## src/rtl/distram_req_ctrl_if.sv

```systemverilog
// distram_req_ctrl bus bundle: write, read-request, response and RAM ports.
// slave = controller side, master = requester/RAM side.
interface distram_req_ctrl_if #(
  parameter int DATA_W = 128,
  parameter int ADDR_W = 14,
  parameter int TAG_W  = 4
);
  logic                  wr_valid;
  logic                  wr_ready;
  logic [ADDR_W-1:0]     wr_addr;
  logic [DATA_W-1:0]     wr_data;
  logic [DATA_W/8-1:0]   wr_be;

  logic                  rd_req_valid;
  logic                  rd_req_ready;
  logic [ADDR_W-1:0]     rd_req_addr;
  logic [TAG_W-1:0]      rd_req_tag;

  logic                  rsp_valid;
  logic                  rsp_ready;
  logic [DATA_W-1:0]     rsp_data;
  logic [TAG_W-1:0]      rsp_tag;

  logic                  mem_ena;
  logic [DATA_W-1:0]     mem_wea;
  logic [ADDR_W-1:0]     mem_addra;
  logic [DATA_W-1:0]     mem_dina;
  logic                  mem_enb;
  logic [ADDR_W-1:0]     mem_addrb;
  logic [DATA_W-1:0]     mem_doutb;

  modport slave (
    input  wr_valid, wr_addr, wr_data, wr_be,
    input  rd_req_valid, rd_req_addr, rd_req_tag,
    input  rsp_ready, mem_doutb,
    output wr_ready, rd_req_ready,
    output rsp_valid, rsp_data, rsp_tag,
    output mem_ena, mem_wea, mem_addra, mem_dina,
    output mem_enb, mem_addrb
  );

  modport master (
    output wr_valid, wr_addr, wr_data, wr_be,
    output rd_req_valid, rd_req_addr, rd_req_tag,
    output rsp_ready, mem_doutb,
    input  wr_ready, rd_req_ready,
    input  rsp_valid, rsp_data, rsp_tag,
    input  mem_ena, mem_wea, mem_addra, mem_dina,
    input  mem_enb, mem_addrb
  );
endinterface

```

## src/rtl/distram_req_ctrl.sv

```systemverilog
// Request/response front-end for a 1-cycle read_first simple-dual-port RAM.
// Ports: clk, reset_n (async low), bus (slave: wr/rd_req/rsp/mem groups).
module distram_req_ctrl #(
  parameter int DATA_W    = 128,
  parameter int ADDR_W    = 14,
  parameter int TAG_W     = 4,
  parameter int RSP_DEPTH = 3
) (
  input  logic             clk,
  input  logic             reset_n,
  distram_req_ctrl_if.slave bus
);

  localparam int BE_W  = DATA_W / 8;
  localparam int CNT_W = $clog2(RSP_DEPTH + 1);
  localparam int PTR_W = $clog2(RSP_DEPTH);
  localparam logic [CNT_W-1:0] DEPTH_C = CNT_W'(RSP_DEPTH);
  localparam logic [PTR_W-1:0] LAST_P  = PTR_W'(RSP_DEPTH - 1);

  logic               run_q;
  logic               infl_q;
  logic [TAG_W-1:0]   infl_tag_q;
  logic [CNT_W-1:0]   cnt_q;
  logic [PTR_W-1:0]   wr_ptr_q;
  logic [PTR_W-1:0]   rd_ptr_q;

  logic [DATA_W-1:0]  buf_data [RSP_DEPTH];
  logic [TAG_W-1:0]   buf_tag  [RSP_DEPTH];

  logic rd_acc;
  logic push;
  logic pop;
  logic rsp_vld;

  function automatic logic [PTR_W-1:0] nxt(
    input logic [PTR_W-1:0] p
  );
    return (p == LAST_P) ? '0 : p + 1'b1;
  endfunction

  // write path
  assign bus.wr_ready  = run_q;
  assign bus.mem_ena   = bus.wr_valid & run_q;
  assign bus.mem_addra = bus.wr_addr;
  assign bus.mem_dina  = bus.wr_data;

  always_comb begin
    bus.mem_wea = '0;
    for (int b = 0; b < BE_W; b++) begin
      bus.mem_wea[8*b +: 8] = {8{bus.wr_be[b] & bus.mem_ena}};
    end
  end

  // read issue: credit covers the in-flight read plus buffered entries,
  // so the ready never depends on rsp_ready
  assign bus.rd_req_ready =
    run_q & ((CNT_W'(infl_q) + cnt_q) < DEPTH_C);
  assign rd_acc        = bus.rd_req_valid & bus.rd_req_ready;
  assign bus.mem_enb   = rd_acc;
  assign bus.mem_addrb = bus.rd_req_addr;

  // response FIFO
  assign push    = infl_q;
  assign rsp_vld = (cnt_q != '0);
  assign pop     = rsp_vld & bus.rsp_ready;

  assign bus.rsp_valid = rsp_vld;
  assign bus.rsp_data  = rsp_vld ? buf_data[rd_ptr_q] : '0;
  assign bus.rsp_tag   = rsp_vld ? buf_tag[rd_ptr_q]  : '0;

  always_ff @(posedge clk or negedge reset_n) begin
    if (!reset_n) begin
      run_q      <= 1'b0;
      infl_q     <= 1'b0;
      infl_tag_q <= '0;
      cnt_q      <= '0;
      wr_ptr_q   <= '0;
      rd_ptr_q   <= '0;
    end else begin
      run_q  <= 1'b1;
      infl_q <= rd_acc;
      if (rd_acc) infl_tag_q <= bus.rd_req_tag;
      if (push)   wr_ptr_q   <= nxt(wr_ptr_q);
      if (pop)    rd_ptr_q   <= nxt(rd_ptr_q);
      unique case (1'b1)
        (push & ~pop): cnt_q <= cnt_q + 1'b1;
        (pop & ~push): cnt_q <= cnt_q - 1'b1;
        default:       cnt_q <= cnt_q;
      endcase
    end
  end

  // storage holds no reset; entries are only visible once counted
  always_ff @(posedge clk) begin
    if (push) begin
      buf_data[wr_ptr_q] <= bus.mem_doutb;
      buf_tag[wr_ptr_q]  <= infl_tag_q;
    end
  end

  a_no_push_full: assert property (
    @(posedge clk) disable iff (!reset_n)
    push |-> (cnt_q != DEPTH_C)
  );

endmodule
```

## src/flat_wrapper.sv

```systemverilog
// flat-port wrapper written by rule: the top's interface ports become plain ports
module distram_req_ctrl_flat 
#(
  parameter int DATA_W    = 128,
  parameter int ADDR_W    = 14,
  parameter int TAG_W     = 4,
  parameter int RSP_DEPTH = 3
)
  (clk, reset_n, bus_wr_valid, bus_wr_addr, bus_wr_data, bus_wr_be, bus_rd_req_valid, bus_rd_req_addr, bus_rd_req_tag, bus_rsp_ready, bus_mem_doutb, bus_wr_ready, bus_rd_req_ready, bus_rsp_valid, bus_rsp_data, bus_rsp_tag, bus_mem_ena, bus_mem_wea, bus_mem_addra, bus_mem_dina, bus_mem_enb, bus_mem_addrb);
  distram_req_ctrl_if #(.DATA_W(DATA_W), .ADDR_W(ADDR_W), .TAG_W(TAG_W)) bus_i ();
  input  logic clk;
  input  logic reset_n;
  input wire logic [$bits(bus_i.wr_valid)-1:0] bus_wr_valid;
  input wire logic [$bits(bus_i.wr_addr)-1:0] bus_wr_addr;
  input wire logic [$bits(bus_i.wr_data)-1:0] bus_wr_data;
  input wire logic [$bits(bus_i.wr_be)-1:0] bus_wr_be;
  input wire logic [$bits(bus_i.rd_req_valid)-1:0] bus_rd_req_valid;
  input wire logic [$bits(bus_i.rd_req_addr)-1:0] bus_rd_req_addr;
  input wire logic [$bits(bus_i.rd_req_tag)-1:0] bus_rd_req_tag;
  input wire logic [$bits(bus_i.rsp_ready)-1:0] bus_rsp_ready;
  input wire logic [$bits(bus_i.mem_doutb)-1:0] bus_mem_doutb;
  output wire logic [$bits(bus_i.wr_ready)-1:0] bus_wr_ready;
  output wire logic [$bits(bus_i.rd_req_ready)-1:0] bus_rd_req_ready;
  output wire logic [$bits(bus_i.rsp_valid)-1:0] bus_rsp_valid;
  output wire logic [$bits(bus_i.rsp_data)-1:0] bus_rsp_data;
  output wire logic [$bits(bus_i.rsp_tag)-1:0] bus_rsp_tag;
  output wire logic [$bits(bus_i.mem_ena)-1:0] bus_mem_ena;
  output wire logic [$bits(bus_i.mem_wea)-1:0] bus_mem_wea;
  output wire logic [$bits(bus_i.mem_addra)-1:0] bus_mem_addra;
  output wire logic [$bits(bus_i.mem_dina)-1:0] bus_mem_dina;
  output wire logic [$bits(bus_i.mem_enb)-1:0] bus_mem_enb;
  output wire logic [$bits(bus_i.mem_addrb)-1:0] bus_mem_addrb;
  assign bus_i.wr_valid = bus_wr_valid;
  assign bus_i.wr_addr = bus_wr_addr;
  assign bus_i.wr_data = bus_wr_data;
  assign bus_i.wr_be = bus_wr_be;
  assign bus_i.rd_req_valid = bus_rd_req_valid;
  assign bus_i.rd_req_addr = bus_rd_req_addr;
  assign bus_i.rd_req_tag = bus_rd_req_tag;
  assign bus_i.rsp_ready = bus_rsp_ready;
  assign bus_i.mem_doutb = bus_mem_doutb;
  assign bus_wr_ready = bus_i.wr_ready;
  assign bus_rd_req_ready = bus_i.rd_req_ready;
  assign bus_rsp_valid = bus_i.rsp_valid;
  assign bus_rsp_data = bus_i.rsp_data;
  assign bus_rsp_tag = bus_i.rsp_tag;
  assign bus_mem_ena = bus_i.mem_ena;
  assign bus_mem_wea = bus_i.mem_wea;
  assign bus_mem_addra = bus_i.mem_addra;
  assign bus_mem_dina = bus_i.mem_dina;
  assign bus_mem_enb = bus_i.mem_enb;
  assign bus_mem_addrb = bus_i.mem_addrb;
  distram_req_ctrl #(.DATA_W(DATA_W), .ADDR_W(ADDR_W), .TAG_W(TAG_W), .RSP_DEPTH(RSP_DEPTH)) u_core (.clk(clk), .reset_n(reset_n), .bus(bus_i));
endmodule
```

## config.mk

```make
export PLATFORM = sky130hd
export DESIGN_NAME = distram_req_ctrl_flat
export DESIGN_NICKNAME = d
export VERILOG_FILES = /design/src/rtl/distram_req_ctrl_if.sv /design/src/rtl/distram_req_ctrl.sv /design/src/flat_wrapper.sv
export SDC_FILE = /design/constraint.sdc
export NUM_CORES = 1
export LEC_CHECK = 0
export CAP_MARGIN = 10
export CORE_AREA = 4 4 279 281
export DETAILED_ROUTE_END_ITERATION = 7
export DIE_AREA = 0 0 283 285
export REMOVE_ABC_BUFFERS = 1
export SLEW_MARGIN = 20
export SYNTH_ARGS = -nofsm -noshare
export SYNTH_HDL_FRONTEND = slang
export SYNTH_SLANG_ARGS = --single-unit
```

## constraint.sdc

```tcl
create_clock -name clk -period 19.3 [get_ports clk]
set_clock_uncertainty 0.2 [all_clocks]
set_input_delay 4.825 -clock clk [delete_from_list [all_inputs] [get_ports clk]]
set_output_delay 4.825 -clock clk [all_outputs]
set_load 0.1 [all_outputs]
```

-- Word level (Yosys, flattened, before mapping)
Memory sizes are Yosys's and may differ from the RTL's.
Cells that the tools add are included.
- add/subtract/negate cells: 5
- reductions and logical operators: 2
- $lt $le $gt $ge: 1
- bitwise operators: 24
- muxes and demuxes: 7
- equal/unequal tests: 2
- operators with widths (operator ; count):
    128-bit 2-to-1 mux ; 1
    1-bit bitwise AND ; 22
    2-bit by 1-bit adder with 2-bit output (second input constant) ; 3
    2-bit equality test (second input constant) ; 2
    2-bit 2-to-1 mux ; 2
    4-bit 2-to-1 mux ; 1
    2-bit one-hot mux with 2 select lines ; 1
    2-bit nonzero test ; 2
    1-bit by 2-bit adder with 2-bit output ; 1
    2-bit < comparator (second input constant) ; 1
    1-bit 2-to-1 mux ; 2
    1-bit NOT ; 2
    2-bit by 1-bit subtractor with 2-bit output (second input constant) ; 1
- bits of input ports: 309
- memory bits (writable): 396
- bits in registers: 12
- memories kept: 2
- logic and storage cells: 49
- memory list (memory ; words ; bits a word ; read ports ; clocked after Yosys merged registers in ; write ports ; line ; RTL):
    u_core.buf_data ; 3 ; 128 ; 1 ; 0 ; 1 ; distram_req_ctrl.sv:27 ; logic [DATA_W-1:0] buf_data [RSP_DEPTH];
    u_core.buf_tag ; 3 ; 4 ; 1 ; 0 ; 1 ; distram_req_ctrl.sv:28 ; logic [TAG_W-1:0] buf_tag [RSP_DEPTH];

-- Depth between registers and ports, before layout
Gate-level depths: netlist of the first run.
- word-level depth: 5
- depth in mapped cells: 6
- depth with buffers taken out: 6

-- Worst setup path before layout of the first run
OpenSTA, ideal clock, no wires.
- kind: input port to output port
- start point: input bus_wr_valid
- end point: output bus_mem_wea[100]
- setup slack: 7.894 ns
- cell stages on the path: 3
- data required time: 14.275 ns
- arrival time: 6.381 ns
- cell sequence: clkbuf_1 -> and3_1 -> buf_4
- word-level cells in the longest chain between the ends: 2
- RTL lines (what ; line ; RTL):
    from (decl) ; flat_wrapper.sv:13 ; input wire logic [$bits(bus_i.wr_valid)-1:0] bus_wr_valid;
    1-bit bitwise AND ; distram_req_ctrl.sv:43 ; assign bus.mem_ena = bus.wr_valid & run_q;
    1-bit bitwise AND ; distram_req_ctrl.sv:50 ; bus.mem_wea[8*b +: 8] = {8{bus.wr_be[b] & bus.mem_ena}};
    to (decl) ; flat_wrapper.sv:28 ; output wire logic [$bits(bus_i.mem_wea)-1:0] bus_mem_wea;
Every way passes these cells.

-- Final worst setup path of the first run
- start point: input bus_wr_valid
- end point: output bus_mem_wea[74]
Same word-level chain as after synthesis.

==> flow_summary.rst, run 1 <==
.. list-table::
   :header-rows: 1

   * - Metric
     - Value
   * - Outcome
     - complete, no violations
   * - Data arrival at the endpoint of the critical path
     - roughly 7.5 ns
   * - RSZ-0062 raised after global routing
     - no
   * - Horizontal extent of the die
     - 283 um
   * - Leakage Power
     - roughly 7.8 nW
   * - Vias in the first global route
     - about 11000
   * - Critical path class
     - primary input to output pin
   * - # hold bufs at CTS
     - 0
   * - Cell type contributing the most total cell area after synthesis
     - edfxtp_1
   * - GRT Util Overall
     - 0.194
   * - Crit path capture type
     - output pin
   * - Setup TNS
     - 0 ns
   * - Largest vdd supply drop
     - 177 uV
   * - Fillers
     - between 7000 and 8000
   * - Seq/Total Area, Yosys
     - 0.667
   * - Area share of the largest cell type after synthesis
     - 0.650
   * - Die area
     - slightly above 80000 um2
   * - Antenna violations before repair
     - 7
   * - Post-layout worst setup margin
     - around 6.7 ns
   * - Switching part of the total power
     - 0.508
   * - Synthesized cell area
     - 18300 um2
   * - CTS tree
     - yes
   * - Most frequent standard cell in the layout excluding fill and tap cells
     - clkdlybuf4s50_1
   * - Max-cap viol count
     - 0
   * - Part of the power in the clock network
     - 0.192
   * - Internal Power
     - 2.18 mW
   * - Count of routing violations after the opening detailed-route iteration
     - roughly 740
   * - Startpoint type of the worst setup path
     - primary input
   * - Number of resized instances in the post-cts repair step
     - 0
   * - Count of final setup violators
     - 0
   * - Starting Density
     - 0.242
   * - Final critical delay including setup and external delays
     - 12.56 ns
   * - Number of placement rows
     - slightly above 100
   * - Clock net sink count
     - a little over 400
   * - Data required time at the worst endpoint
     - around 14 ns
   * - Final total power
     - between 4 and 5 mW
   * - Slew @ Worst Pin
     - 1.19 ns
   * - Net count, final
     - between 1500 and 2000
   * - Count of synthesis-stage warnings from yosys
     - 0
   * - Core region area
     - around 75000 um2
   * - Placer congestion estimate
     - just under 0.9
   * - Maximum level of the CTS H-tree
     - 2
   * - PortBufs
     - between 400 and 500
   * - Post-synth cell types
     - 25
   * - Overall routed net length
     - roughly 80000 um
   * - Synthesis-stage register bit count
     - a little over 400
   * - Cell types with the largest area share after synthesis
     - edfxtp_1, buf_4, mux2i_1
   * - Half-perimeter wire length after detailed placement
     - approximately 60000 um
   * - Clock buffer depth
     - 3
   * - Post-placement setup slack
     - 6.75 ns
   * - First-pass GRT wire length
     - approximately 110000 um
   * - Most used cells in the layout excluding fill and tap cells
     - clkdlybuf4s50_1, edfxtp_1, nor2_1, mux2i_1, mux2_2
   * - Number of pins with negative max-slew slack in the final report
     - 0
   * - Die H
     - between 200 and 300 um
   * - Hold Path Class
     - flop to flop
   * - Final Hold Slack
     - 0.303 ns
   * - Share of post-route cells with drive strength above 1
     - 0.167
   * - CTS buffer count
     - 45
   * - Total global routing overflow
     - 0
   * - Setup Fix Bufs, Post-CTS
     - 0
   * - Final Hold Fails
     - 0
   * - Comb pwr share
     - 0.546
   * - Maximum frequency from static timing analysis
     - approximately 0.080 GHz
   * - Clock transition time at the flip-flop clock pins of the worst setup and hold paths
     - around 0.060 ns
   * - Pin count of the biggest net entering global routing
     - between 70 and 80
   * - Largest driver fanout on the critical path
     - 17
   * - Share of the cycle needed by the critical path after routing
     - 0.651
   * - Part of the total power dissipated in sequential elements
     - 0.262
   * - Hold Path Cell Cnt
     - 0
   * - Number of cells traversed by the worst register-to-register path
     - 4
   * - Number of instances in the synthesized netlist
     - ~1200
   * - # DRC
     - 0
   * - Via count
     - around 11000
   * - P per Cell Area
     - roughly 190 nW/um2
   * - Via count normalized by instance count
     - 4.52
   * - Post-synthesis area per instance
     - 15.7 um2
   * - Clock insertion delay at the later pin of the skew report
     - between 0.5 and 0.6 ns
   * - Net switching component of the power
     - approximately 2.3 mW
   * - Root Buffer Master
     - clkbuf_16
   * - Final routed wire length divided by cell count
     - 34.7 um
   * - Layout-stage area growth over the synthesis result
     - 25.6%
   * - TritonRoute pass-1 iters
     - 5
   * - Number of routed nets with antenna violations
     - 0
   * - I/O Pins
     - 730
   * - Relative slew slack
     - 0.207
metrics by stage:
stage	std cells	utilization	instance area [um2]
2_1_floorplan	852	-	16000
3_3_place_gp	2262	0.285	21500
3_5_place_dp	2262	0.285	21500
4_1_cts	2341	0.305	23000
5_1_grt	2341	0.304	23000
6_report	2344	0.304	23000
path summary, 6_finish.rpt:
check / from / to / slack, ns
worst min-delay path: u_core.infl_tag_q[1]$_DFFE_PN0P_ / u_core.buf_tag[1][1]$_DFFE_PP_ / 0.30
worst max-delay path: bus_wr_valid / bus_mem_wea[74] / 6.74
min in group asynchronous: reset_n / u_core.rd_ptr_q[0]$_DFFE_PN0P_ / 4.48
max in group asynchronous: reset_n / u_core.rd_ptr_q[1]$_DFFE_PN0P_ / 13.94
worst max register to register: u_core.infl_q$_DFF_PN0_ / u_core.buf_data[2][105]$_DFFE_PP_ / 16.50
worst min register to register: u_core.infl_tag_q[1]$_DFFE_PN0P_ / u_core.buf_tag[1][1]$_DFFE_PP_ / 0.30
critical path, stage by stage:
cell and delay [ns]:
clkdlybuf4s50_1 0.84, and3_1 0.61, clkdlybuf4s50_1 1.25
cell usage after synthesis:
cell        n
buf_6       7
nand3_1     1
nand2_1     3
clkbuf_1    7
buf_4     274
conb_1      1
inv_1       3
nor2_1    135
and3_1     16
buf_2      26
mux2_4     47
mux2_2     89
nor3_1      2
a21oi_2     1
mux2i_1   132
o21ai_0     2
dfrtp_1    12
xor2_1      2
ha_1        2
and2_1      1
edfxtp_1  396
xnor2_1     2
a21boi_0    1
a21o_1      3
nor3b_1     1
kinds of logic (layout without fill, tap and decap cells):
group / count (synthesis) / count (layout) / synth area share
AOI/OAI and AO/OA: 7 / 7 / 0.00267
xor gates and xnor gates: 4 / 4 / 0.00192
buffers and inverters: 317 / 514 / 0.126
other: 1 / 4 / 0.000205
DFF: 408 / 408 / 0.667
adders and majority gates: 2 / 2 / 0.00137
muxes: 268 / 268 / 0.166
and+or+nand+nor: 159 / 159 / 0.0354
power by group through the flow:
stage | Combinational (mW) | Clock (mW) | Sequential (mW)
floorplan | 1.86 | 0 | 1.24
global placement | 2.44 | 0 | 1.18
detailed placement | 2.44 | 0 | 1.18
CTS | 2.45 | 0.876 | 1.16
global route | 2.51 | 0.908 | 1.17
finish | 2.42 | 0.849 | 1.16
flip-flops by register name (all words and copies together), names as in the netlist:
signal and cells:
u_core.cnt_q 2, u_core.infl_q 1, u_core.buf_data 384, u_core.buf_tag 12, u_core.infl_tag_q 4, u_core.wr_ptr_q 2
u_core.bus.wr_ready 1, u_core.rd_ptr_q 2
layout make-up:
cell class | count | area (um2) | share of cell area
sequential | 408 | 12200 | 0.531
antenna | 3 | 7.51 | 0.000327
inverter | 3 | 11.3 | 0.000490
clock inverter | 19 | 183 | 0.00795
multi-input combinational | 441 | 3810 | 0.166
timing repair buffer | 432 | 4270 | 0.186
tap | 978 | 1220 | 0.0533
clock buffer | 60 | 1260 | 0.0551
layer usage:
layer / share of wire / wire, um / GRT usage / up-vias
met5: 0.024 / 1920 / 0.166 / -
met4: 0.019 / 1580 / 0.0398 / 30
met3: 0.24 / 19400 / 0.226 / 114
met2: 0.39 / 31500 / 0.255 / 976
met1: 0.33 / 27000 / 0.187 / 5205
li1: - / - / - / 4279
No activity file was read; power rests on OpenSTA's default activity.
==> inputs of run 2 (changes only) <==
--- a/config.mk
+++ b/config.mk
@@ -6,9 +6,9 @@
 export NUM_CORES = 1
 export LEC_CHECK = 0
 export CAP_MARGIN = 10
-export CORE_AREA = 4 4 279 281
+export CORE_AREA = 4 4 284 286
 export DETAILED_ROUTE_END_ITERATION = 7
-export DIE_AREA = 0 0 283 285
+export DIE_AREA = 0 0 288 290
 export REMOVE_ABC_BUFFERS = 1
 export SLEW_MARGIN = 20
 export SYNTH_ARGS = -nofsm -noshare
==> constraint.sdc (replaced) <==
create_clock -name clk -period 11.3 [get_ports clk]
set_clock_uncertainty 0.2 [all_clocks]
set_input_delay 2.825 -clock clk [delete_from_list [all_inputs] [get_ports clk]]
set_output_delay 2.825 -clock clk [all_outputs]
set_load 0.1 [all_outputs]
==> run 2 against run 1 <==
Net effect:
- clock power grew 76%
- final cell count is 3.1% higher
- sequential cell count did not move
- sequential share of layout area is 0.34 points lower
- sequential power rose by 71%
- critical path type unchanged
==> flow_summary.rst, run 2 (synthesized netlist as in run 1, its figures left out) <==
.. list-table::
   :header-rows: 1

   * - Metric
     - Value
   * - Placer congestion estimate
     - 0.933 (+5.0%)
   * - CTS buffer count
     - 47 (+4.4%)
   * - Highest-delay cell along the critical path
     - clkdlybuf4s50_1
   * - Data arrival at the endpoint of the critical path
     - 5.51 ns (-2.03 ns)
   * - # hold bufs at CTS
     - 0 (unchanged)
   * - Number of placement rows
     - 103 (+2.0%)
   * - Comb pwr share
     - 0.543 (-0.003)
   * - Half-perimeter wire length after detailed placement
     - 56900 um (-4.1%)
   * - RSZ-0062 raised after global routing
     - no
   * - PortBufs
     - 417 (unchanged)
   * - Layout-stage area growth over the synthesis result
     - 26.5%
   * - Most repeated library cell on the critical path
     - clkdlybuf4s50_1
   * - Maximum level of the CTS H-tree
     - 2 (unchanged)
   * - Die H
     - 290 um (+1.8%)
   * - Register with the highest flop count
     - u_core.buf_data
   * - Startpoint of the worst register-to-register path
     - u_core.cnt_q[0]$_DFFE_PN0P_
   * - Area of all placed cells without fillers
     - 23100 um2 (+0.65%)
   * - Clock transition time at the flip-flop clock pins of the worst setup and hold paths
     - 0.06 ns (about the same)
   * - Startpoint type of the worst setup path
     - primary input
   * - Crit path capture type
     - output pin
   * - Core region area
     - 78400 um2 (+3.9%)
   * - Antenna violations before repair
     - 3 (-4)
   * - Delay of the slowest critical-path stage
     - 1.26 ns (about the same)
   * - Worst setup path end
     - bus_mem_wea[54]
   * - Largest vdd supply drop
     - 342 uV (+93%)
   * - Number of cells traversed by the worst register-to-register path
     - 5 (+1)
   * - Data required time at the worst endpoint
     - 8.28 ns (-6.00 ns)
   * - Count of non-filler cells in the finished layout
     - 2417 (+3.1%)
   * - Critical Path Source
     - bus_wr_valid
   * - Biggest regs
     - u_core.buf_data: 384 flops, u_core.buf_tag: 12 flops, u_core.infl_tag_q: 4 flops
   * - TritonRoute pass-1 iters
     - 7 (+2)
   * - Share of post-route cells with drive strength above 1
     - 0.163 (-0.00329)
   * - Root Buffer Master
     - clkbuf_16
   * - Fillers
     - 7904 (+6.5%)
   * - Final routed wire length divided by cell count
     - 33.1 um (-4.6%)
   * - Overall routed net length
     - 80000 um (-1.6%)
   * - # DRC
     - 0 (unchanged)
   * - Via count
     - 10500 (-0.64%)
   * - Final total power
     - 7.59 mW (+71%)
   * - Largest driver fanout on the critical path
     - 17 (unchanged)
   * - Total global routing overflow
     - 0 (unchanged)
   * - Outcome
     - complete, no violations
   * - Number of pins with negative max-slew slack in the final report
     - 0 (unchanged)
   * - Final Hold Fails
     - 0 (unchanged)
   * - Horizontal extent of the die
     - 288 um (+1.8%)
   * - Share of the cycle needed by the critical path after routing
     - 0.755
   * - Maximum frequency from static timing analysis
     - between 0.1 and 0.15 GHz
   * - Worst-path cell chain
     - clkdlybuf4s50_1 > and3_1 > clkdlybuf4s50_1
   * - Count of final setup violators
     - 0 (unchanged)
   * - Destination of the worst register-to-register timing path
     - u_core.rd_ptr_q[1]$_DFFE_PN0P_
   * - Part of the total power dissipated in sequential elements
     - 0.261 (about the same)
   * - Clock net sink count
     - 408 (unchanged)
   * - GRT Util Overall
     - 0.185 (-0.00933)
   * - Final core utilization
     - 0.295 (-0.00941)
   * - CTS tree
     - yes
   * - Number of routed nets with antenna violations
     - 0 (unchanged)
   * - Flop-to-flop setup slack
     - 8.86 ns (-7.64 ns)
   * - Internal Power
     - 3.74 mW (+72%)
   * - Relative slew slack
     - 0.256 (+0.0497)
   * - DP Area
     - 21600 um2 (+0.41%)
   * - I/O Pins
     - 730 (unchanged)
   * - First-pass GRT wire length
     - 104000 um (-1.2%)
   * - Number of resized instances in the post-cts repair step
     - 0 (unchanged)
   * - Max-cap viol count
     - 0 (unchanged)
   * - Net switching component of the power
     - 3.85 mW (+71%)
   * - Most used cells in the layout excluding fill and tap cells
     - clkdlybuf4s50_1, edfxtp_1, nor2_1, mux2i_1, mux2_2
   * - Largest register FFs
     - 384 (unchanged)
   * - P per Cell Area
     - 328 nW/um2 (+70%)
   * - Via count normalized by instance count
     - 4.36 (-3.6%)
   * - Slew @ Worst Pin
     - 1.11 ns (-0.0743 ns)
   * - Count of routing violations after the opening detailed-route iteration
     - 760 (+3.4%)
   * - Clock insertion delay at the later pin of the skew report
     - 0.57 ns (+0.02 ns)
   * - Final critical delay including setup and external delays
     - between 8 and 9 ns
   * - Leakage Power
     - 7.76 nW (about the same)
   * - Setup Fix Bufs, Post-CTS
     - 0 (unchanged)
   * - Hold Path Class
     - flop to flop
   * - Part of the power in the clock network
     - 0.197 (+0.005)
   * - Setup TNS
     - 0 ns (unchanged)
   * - Switching part of the total power
     - 0.507 (-0.00156)
   * - Clock buffer depth
     - 3 (unchanged)
   * - Die area
     - 83500 um2 (+3.6%)
   * - Most frequent standard cell in the layout excluding fill and tap cells
     - clkdlybuf4s50_1
   * - Vias in the first global route
     - 11100 (+0.42%)
   * - Pin count of the biggest net entering global routing
     - 134 (+81%)
   * - Net count, final
     - 1639 (-0.18%)
   * - Starting Density
     - 0.233 (-0.00901)
   * - Placed Cells
     - 2329 (+3.0%)
   * - Critical path class
     - primary input to output pin
-- run 2: cell types whose count changed in the layout (fill, tap and decap cells not counted), sizes merged --
cell,delta
clkdlybuf4s50,+2
clkinvlp,+1
buf,-6
clkinv,+1
diode,-2
clkbuf,+5
-- run 2: worst min path at each step --
stage / startpoint / slack (ns) / depth (start not counted) / endpoint
3_3_place_gp: u_core.infl_tag_q[0]$_DFFE_PN0P_ / 0.27 / 0 / u_core.buf_tag[2][0]$_DFFE_PP_
2_1_floorplan: u_core.infl_tag_q[0]$_DFFE_PN0P_ / 0.26 / 0 / u_core.buf_tag[0][0]$_DFFE_PP_
6_report: u_core.infl_tag_q[1]$_DFFE_PN0P_ / 0.29 / 0 / u_core.buf_tag[2][1]$_DFFE_PP_
3_5_place_dp: u_core.infl_tag_q[1]$_DFFE_PN0P_ / 0.28 / 0 / u_core.buf_tag[1][1]$_DFFE_PP_
5_1_grt: u_core.infl_tag_q[0]$_DFFE_PN0P_ / 0.32 / 0 / u_core.buf_tag[2][0]$_DFFE_PP_
4_1_cts: u_core.infl_tag_q[1]$_DFFE_PN0P_ / 0.29 / 0 / u_core.buf_tag[2][1]$_DFFE_PP_
-- run 2: power groups by stage --
stage / clock, mW / combinational (mW) / sequential [mW]
finish: 1.49 / 4.12 / 1.98
global route: 1.58 / 4.26 / 2.00
CTS: 1.53 / 4.16 / 1.98
detailed placement: 0 / 4.14 / 2.01
global placement: 0 / 4.14 / 2.00
floorplan: 0 / 3.17 / 2.12
-- run 2: per-stage QoR --
| stage | hold WS, ns | worst slack (ns) |
|---|---|---|
| final | 0.286 | 2.77 |
| after global routing | 0.320 | 2.67 |
| after CTS | 0.287 | 2.73 |
| after detailed placement | 0.283 | 2.74 |
| after global placement | 0.272 | 2.78 |
| after floorplan | 0.255 | 0.0467 |
-- run 2: final cells by class --
class,instances,area [um2],share of cell area
clock inverters,21,210,0.00909
flip-flops and latches,408,12200,0.528
repair buffers,427,4270,0.185
inverters,3,11.3,0.000487
diodes,1,2.50,0.000108
well taps,1050,1310,0.0568
multi-input cells,441,3810,0.165
clock buffers,66,1300,0.0562
-- run 2: routing by layer --
layer	track usage	part of all wire	wire [um]	vias to the layer above
met1	0.186	0.35	27800	5115
met3	0.206	0.23	18400	122
met5	0.179	0.026	2100	-
met4	0.0456	0.025	2010	38
li1	-	-	-	4271
met2	0.234	0.37	29800	990
-- run 2: critical path, delay by kind of cell --
kind / cells / cell delay, ns
buffers and inverters: 2 / 2.04
AND/OR/NAND/NOR: 1 / 0.63
==> inputs of run 3 (changes only) <==
==> constraint.sdc (replaced) <==
create_clock -name clk -period 7.1 [get_ports clk]
set_clock_uncertainty 0.2 [all_clocks]
set_input_delay 1.775 -clock clk [delete_from_list [all_inputs] [get_ports clk]]
set_output_delay 1.775 -clock clk [all_outputs]
set_load 0.1 [all_outputs]
==> run 3 against run 2 <==
Net effect:
- first-iteration DRC count is 27% higher
- total power increased by 59%
- via count rose by 0.54%
- design area decreased by 1.4%
- largest cell class unchanged
- global-route usage is 0.37 points lower
- combinational power grew 61%
- die area unchanged
- routed wire length shrank 0.88%
- register-to-register slack lost 4.5 ns
==> flow_summary.rst, run 3 (synthesized netlist as in run 1, its figures left out) <==
.. list-table::
   :header-rows: 1

   * - Metric
     - Value
   * - # hold bufs at CTS
     - 0 (unchanged)
   * - Via count
     - 10600 (+0.54%)
   * - Die area
     - 83500 um2 (unchanged)
   * - Via count normalized by instance count
     - 4.39 (+0.62%)
   * - Leakage Power
     - 8.01 nW (+3.2%)
   * - Worst-path cell chain
     - clkdlybuf4s50_1 > and3_1 > buf_4
   * - PortBufs
     - 417 (unchanged)
   * - Maximum frequency from static timing analysis
     - 0.179 GHz
   * - Clock buffer depth
     - 3 (unchanged)
   * - RSZ-0062 raised after global routing
     - no
   * - Switching part of the total power
     - 0.507 (about the same)
   * - Setup Fix Bufs, Post-CTS
     - 0 (unchanged)
   * - P per Cell Area
     - 529 nW/um2 (+61%)
   * - Clock net sink count
     - 408 (unchanged)
   * - Largest driver fanout on the critical path
     - 17 (unchanged)
   * - Startpoint type of the worst setup path
     - primary input
   * - Data arrival at the endpoint of the critical path
     - 3.62 ns (-1.89 ns)
   * - Crit path capture type
     - output pin
   * - Share of the cycle needed by the critical path after routing
     - 0.788
   * - Delay of the slowest critical-path stage
     - 0.78 ns (-0.48 ns)
   * - Clock insertion delay at the later pin of the skew report
     - 0.57 ns (about the same)
   * - Relative slew slack
     - 0.234 (-0.0220)
   * - Part of the total power dissipated in sequential elements
     - 0.256 (-0.005)
   * - # DRC
     - 0 (unchanged)
   * - GRT Util Overall
     - 0.181 (-0.00365)
   * - WP depth
     - 3 (unchanged)
   * - Total global routing overflow
     - 0 (unchanged)
   * - Final Hold Slack
     - 0.292 ns (+0.00578 ns)
   * - Hold Path Cell Cnt
     - 0 (unchanged)
   * - Comb pwr share
     - 0.552 (+0.009)
   * - Max-cap viol count
     - 0 (unchanged)
   * - Starting Density
     - 0.233 (unchanged)
   * - Net switching component of the power
     - 6.11 mW (+59%)
   * - Antenna cell count
     - 0 (-1)
   * - Footprint of the multi-input gates
     - 3810 um2 (unchanged)
   * - Die H
     - 290 um (unchanged)
   * - Half-perimeter wire length after detailed placement
     - 58400 um (+2.6%)
   * - Outcome
     - complete, no violations
   * - Count of routing violations after the opening detailed-route iteration
     - 967 (+27%)
   * - Final Hold Fails
     - 0 (unchanged)
   * - Highest-delay cell along the critical path
     - clkdlybuf4s50_1
   * - Overall routed net length
     - 79300 um (-0.88%)
   * - Met2 track demand over resource in global routing
     - 0.225 (-0.00850)
   * - Final routed wire length divided by cell count
     - 32.9 um (-0.79%)
   * - Met3 Resource Use GR
     - 0.197 (-0.00927)
   * - Biggest regs
     - u_core.buf_data: 384 flops, u_core.buf_tag: 12 flops, u_core.infl_tag_q: 4 flops
   * - Placer congestion estimate
     - 0.931 (-0.23%)
   * - Met1 Use GR
     - 0.190 (+0.00327)
   * - Root Buffer Master
     - clkbuf_16
   * - TritonRoute pass-1 iters
     - 5 (-2)
   * - Share of post-route cells with drive strength above 1
     - 0.257 (+0.0939)
   * - Antenna violations before repair
     - 1 (-2)
   * - Maximum level of the CTS H-tree
     - 2 (unchanged)
   * - Most Used Layer, Global Route
     - met2
   * - First-pass GRT wire length
     - 101000 um (-2.4%)
   * - Largest vdd supply drop
     - 476 uV (+39%)
   * - Final critical delay including setup and external delays
     - between 5 and 6 ns
   * - Register with the highest flop count
     - u_core.buf_data
   * - Data required time at the worst endpoint
     - 5.12 ns (-3.16 ns)
   * - I/O Pins
     - 730 (unchanged)
   * - Internal Power
     - 5.95 mW (+59%)
   * - Number of cells traversed by the worst register-to-register path
     - 3 (-2)
   * - Largest register FFs
     - 384 (unchanged)
   * - Number of pins with negative max-slew slack in the final report
     - 0 (unchanged)
   * - Part of the power in the clock network
     - 0.192 (-0.005)
   * - Count of final setup violators
     - 0 (unchanged)
   * - CTS buffer count
     - 47 (unchanged)
   * - Core region area
     - 78400 um2 (unchanged)
   * - Fillers
     - 7916 (+0.15%)
   * - Most frequent standard cell in the layout excluding fill and tap cells
     - edfxtp_1
   * - Number of placement rows
     - 103 (unchanged)
   * - CTS tree
     - yes
   * - Number of resized instances in the post-cts repair step
     - 0 (unchanged)
   * - Final total power
     - 12.1 mW (+59%)
   * - Hold Path Class
     - flop to flop
   * - Pin count of the biggest net entering global routing
     - 80 (-40%)
   * - Clock transition time at the flip-flop clock pins of the worst setup and hold paths
     - 0.06 ns (about the same)
   * - Crit path buffers/inverters
     - 2 (unchanged)
   * - Number of routed nets with antenna violations
     - 0 (unchanged)
   * - Most used cells in the layout excluding fill and tap cells
     - edfxtp_1, clkdlybuf4s50_1, buf_4, nor2_1, mux2i_1
   * - Horizontal extent of the die
     - 288 um (unchanged)
   * - Kind of cell with the highest combined delay on the critical path
     - buffers and inverters
   * - Vias in the first global route
     - 10800 (-2.8%)
   * - Net count, final
     - 1644 (+0.31%)
   * - Flip-flop and latch area
     - 12200 um2 (unchanged)
   * - Slew @ Worst Pin
     - 1.14 ns (+0.0329 ns)
   * - Critical path class
     - primary input to output pin
   * - Layout-stage area growth over the synthesis result
     - 24.7%
==> run 3: changes by cell type in the layout (fill, tap and decap cells not counted), sizes merged <==
cell	before	now
buf	13	147
clkdlybuf4s50	414	285
clkbuf	66	60
clkinvlp	3	0
clkinv	13	15
diode	1	0
inv	5	6
==> run 3: worst paths after layout <==
kind,startpoint,endpoint,slack [ns]
setup / recovery,bus_wr_valid,bus_mem_wea[48],1.50
hold / removal,u_core.infl_tag_q[0]$_DFFE_PN0P_,u_core.buf_tag[0][0]$_DFFE_PP_,0.29
setup reg to reg,u_core.wr_ptr_q[0]$_DFFE_PN0P_,u_core.buf_data[1][43]$_DFFE_PP_,4.40
hold reg to reg,u_core.infl_tag_q[0]$_DFFE_PN0P_,u_core.buf_tag[0][0]$_DFFE_PP_,0.29
max in group asynchronous,reset_n,u_core.rd_ptr_q[0]$_DFFE_PN0P_,4.82
min in group asynchronous,reset_n,u_core.infl_tag_q[1]$_DFFE_PN0P_,1.41
==> run 3: routing by layer <==
layer / routed length [um] / share of wire / vias to the layer above
met3: 18500 / 0.23 / 117
met5: 1910 / 0.024 / -
met2: 29200 / 0.37 / 969
met1: 27700 / 0.35 / 5206
li1: - / - / 4271
met4: 2070 / 0.026 / 30
==> run 3: stage by stage <==
| stage | TNS (ns) | instance area, um2 | cells | setup slack (ns) | utilization |
|---|---|---|---|---|---|
| finish | 0 | 22800 | 2415 | 1.50 | 0.291 |
| global route | 0 | 22800 | 2415 | 1.43 | 0.291 |
| CTS | 0 | 22800 | 2415 | 1.48 | 0.291 |
| detailed placement | 0 | 21300 | 2334 | 1.49 | 0.272 |
| global placement | 0 | 21300 | 2334 | 1.54 | 0.272 |
| floorplan | -1418.18 | 16000 | 852 | -3.89 | - |
==> run 3: power by group through the flow <==
| stage | Sequential, mW | Combinational, mW | Clock (mW) |
|---|---|---|---|
| 2_1_floorplan | 3.38 | 5.05 | 0 |
| 3_3_place_gp | 3.12 | 6.68 | 0 |
| 3_5_place_dp | 3.14 | 6.70 | 0 |
| 4_1_cts | 3.09 | 6.72 | 2.38 |
| 5_1_grt | 3.11 | 6.88 | 2.48 |
| 6_report | 3.09 | 6.65 | 2.32 |
==> run 3: cell type report <==
type | instances | share of cell area
Clock buffer | 60 | 0.0556
Clock inverter | 21 | 0.00807
Inverter | 3 | 0.000494
Multi-Input combinational cell | 441 | 0.167
Sequential cell | 408 | 0.535
Tap cell | 1050 | 0.0576
Timing Repair Buffer | 432 | 0.176
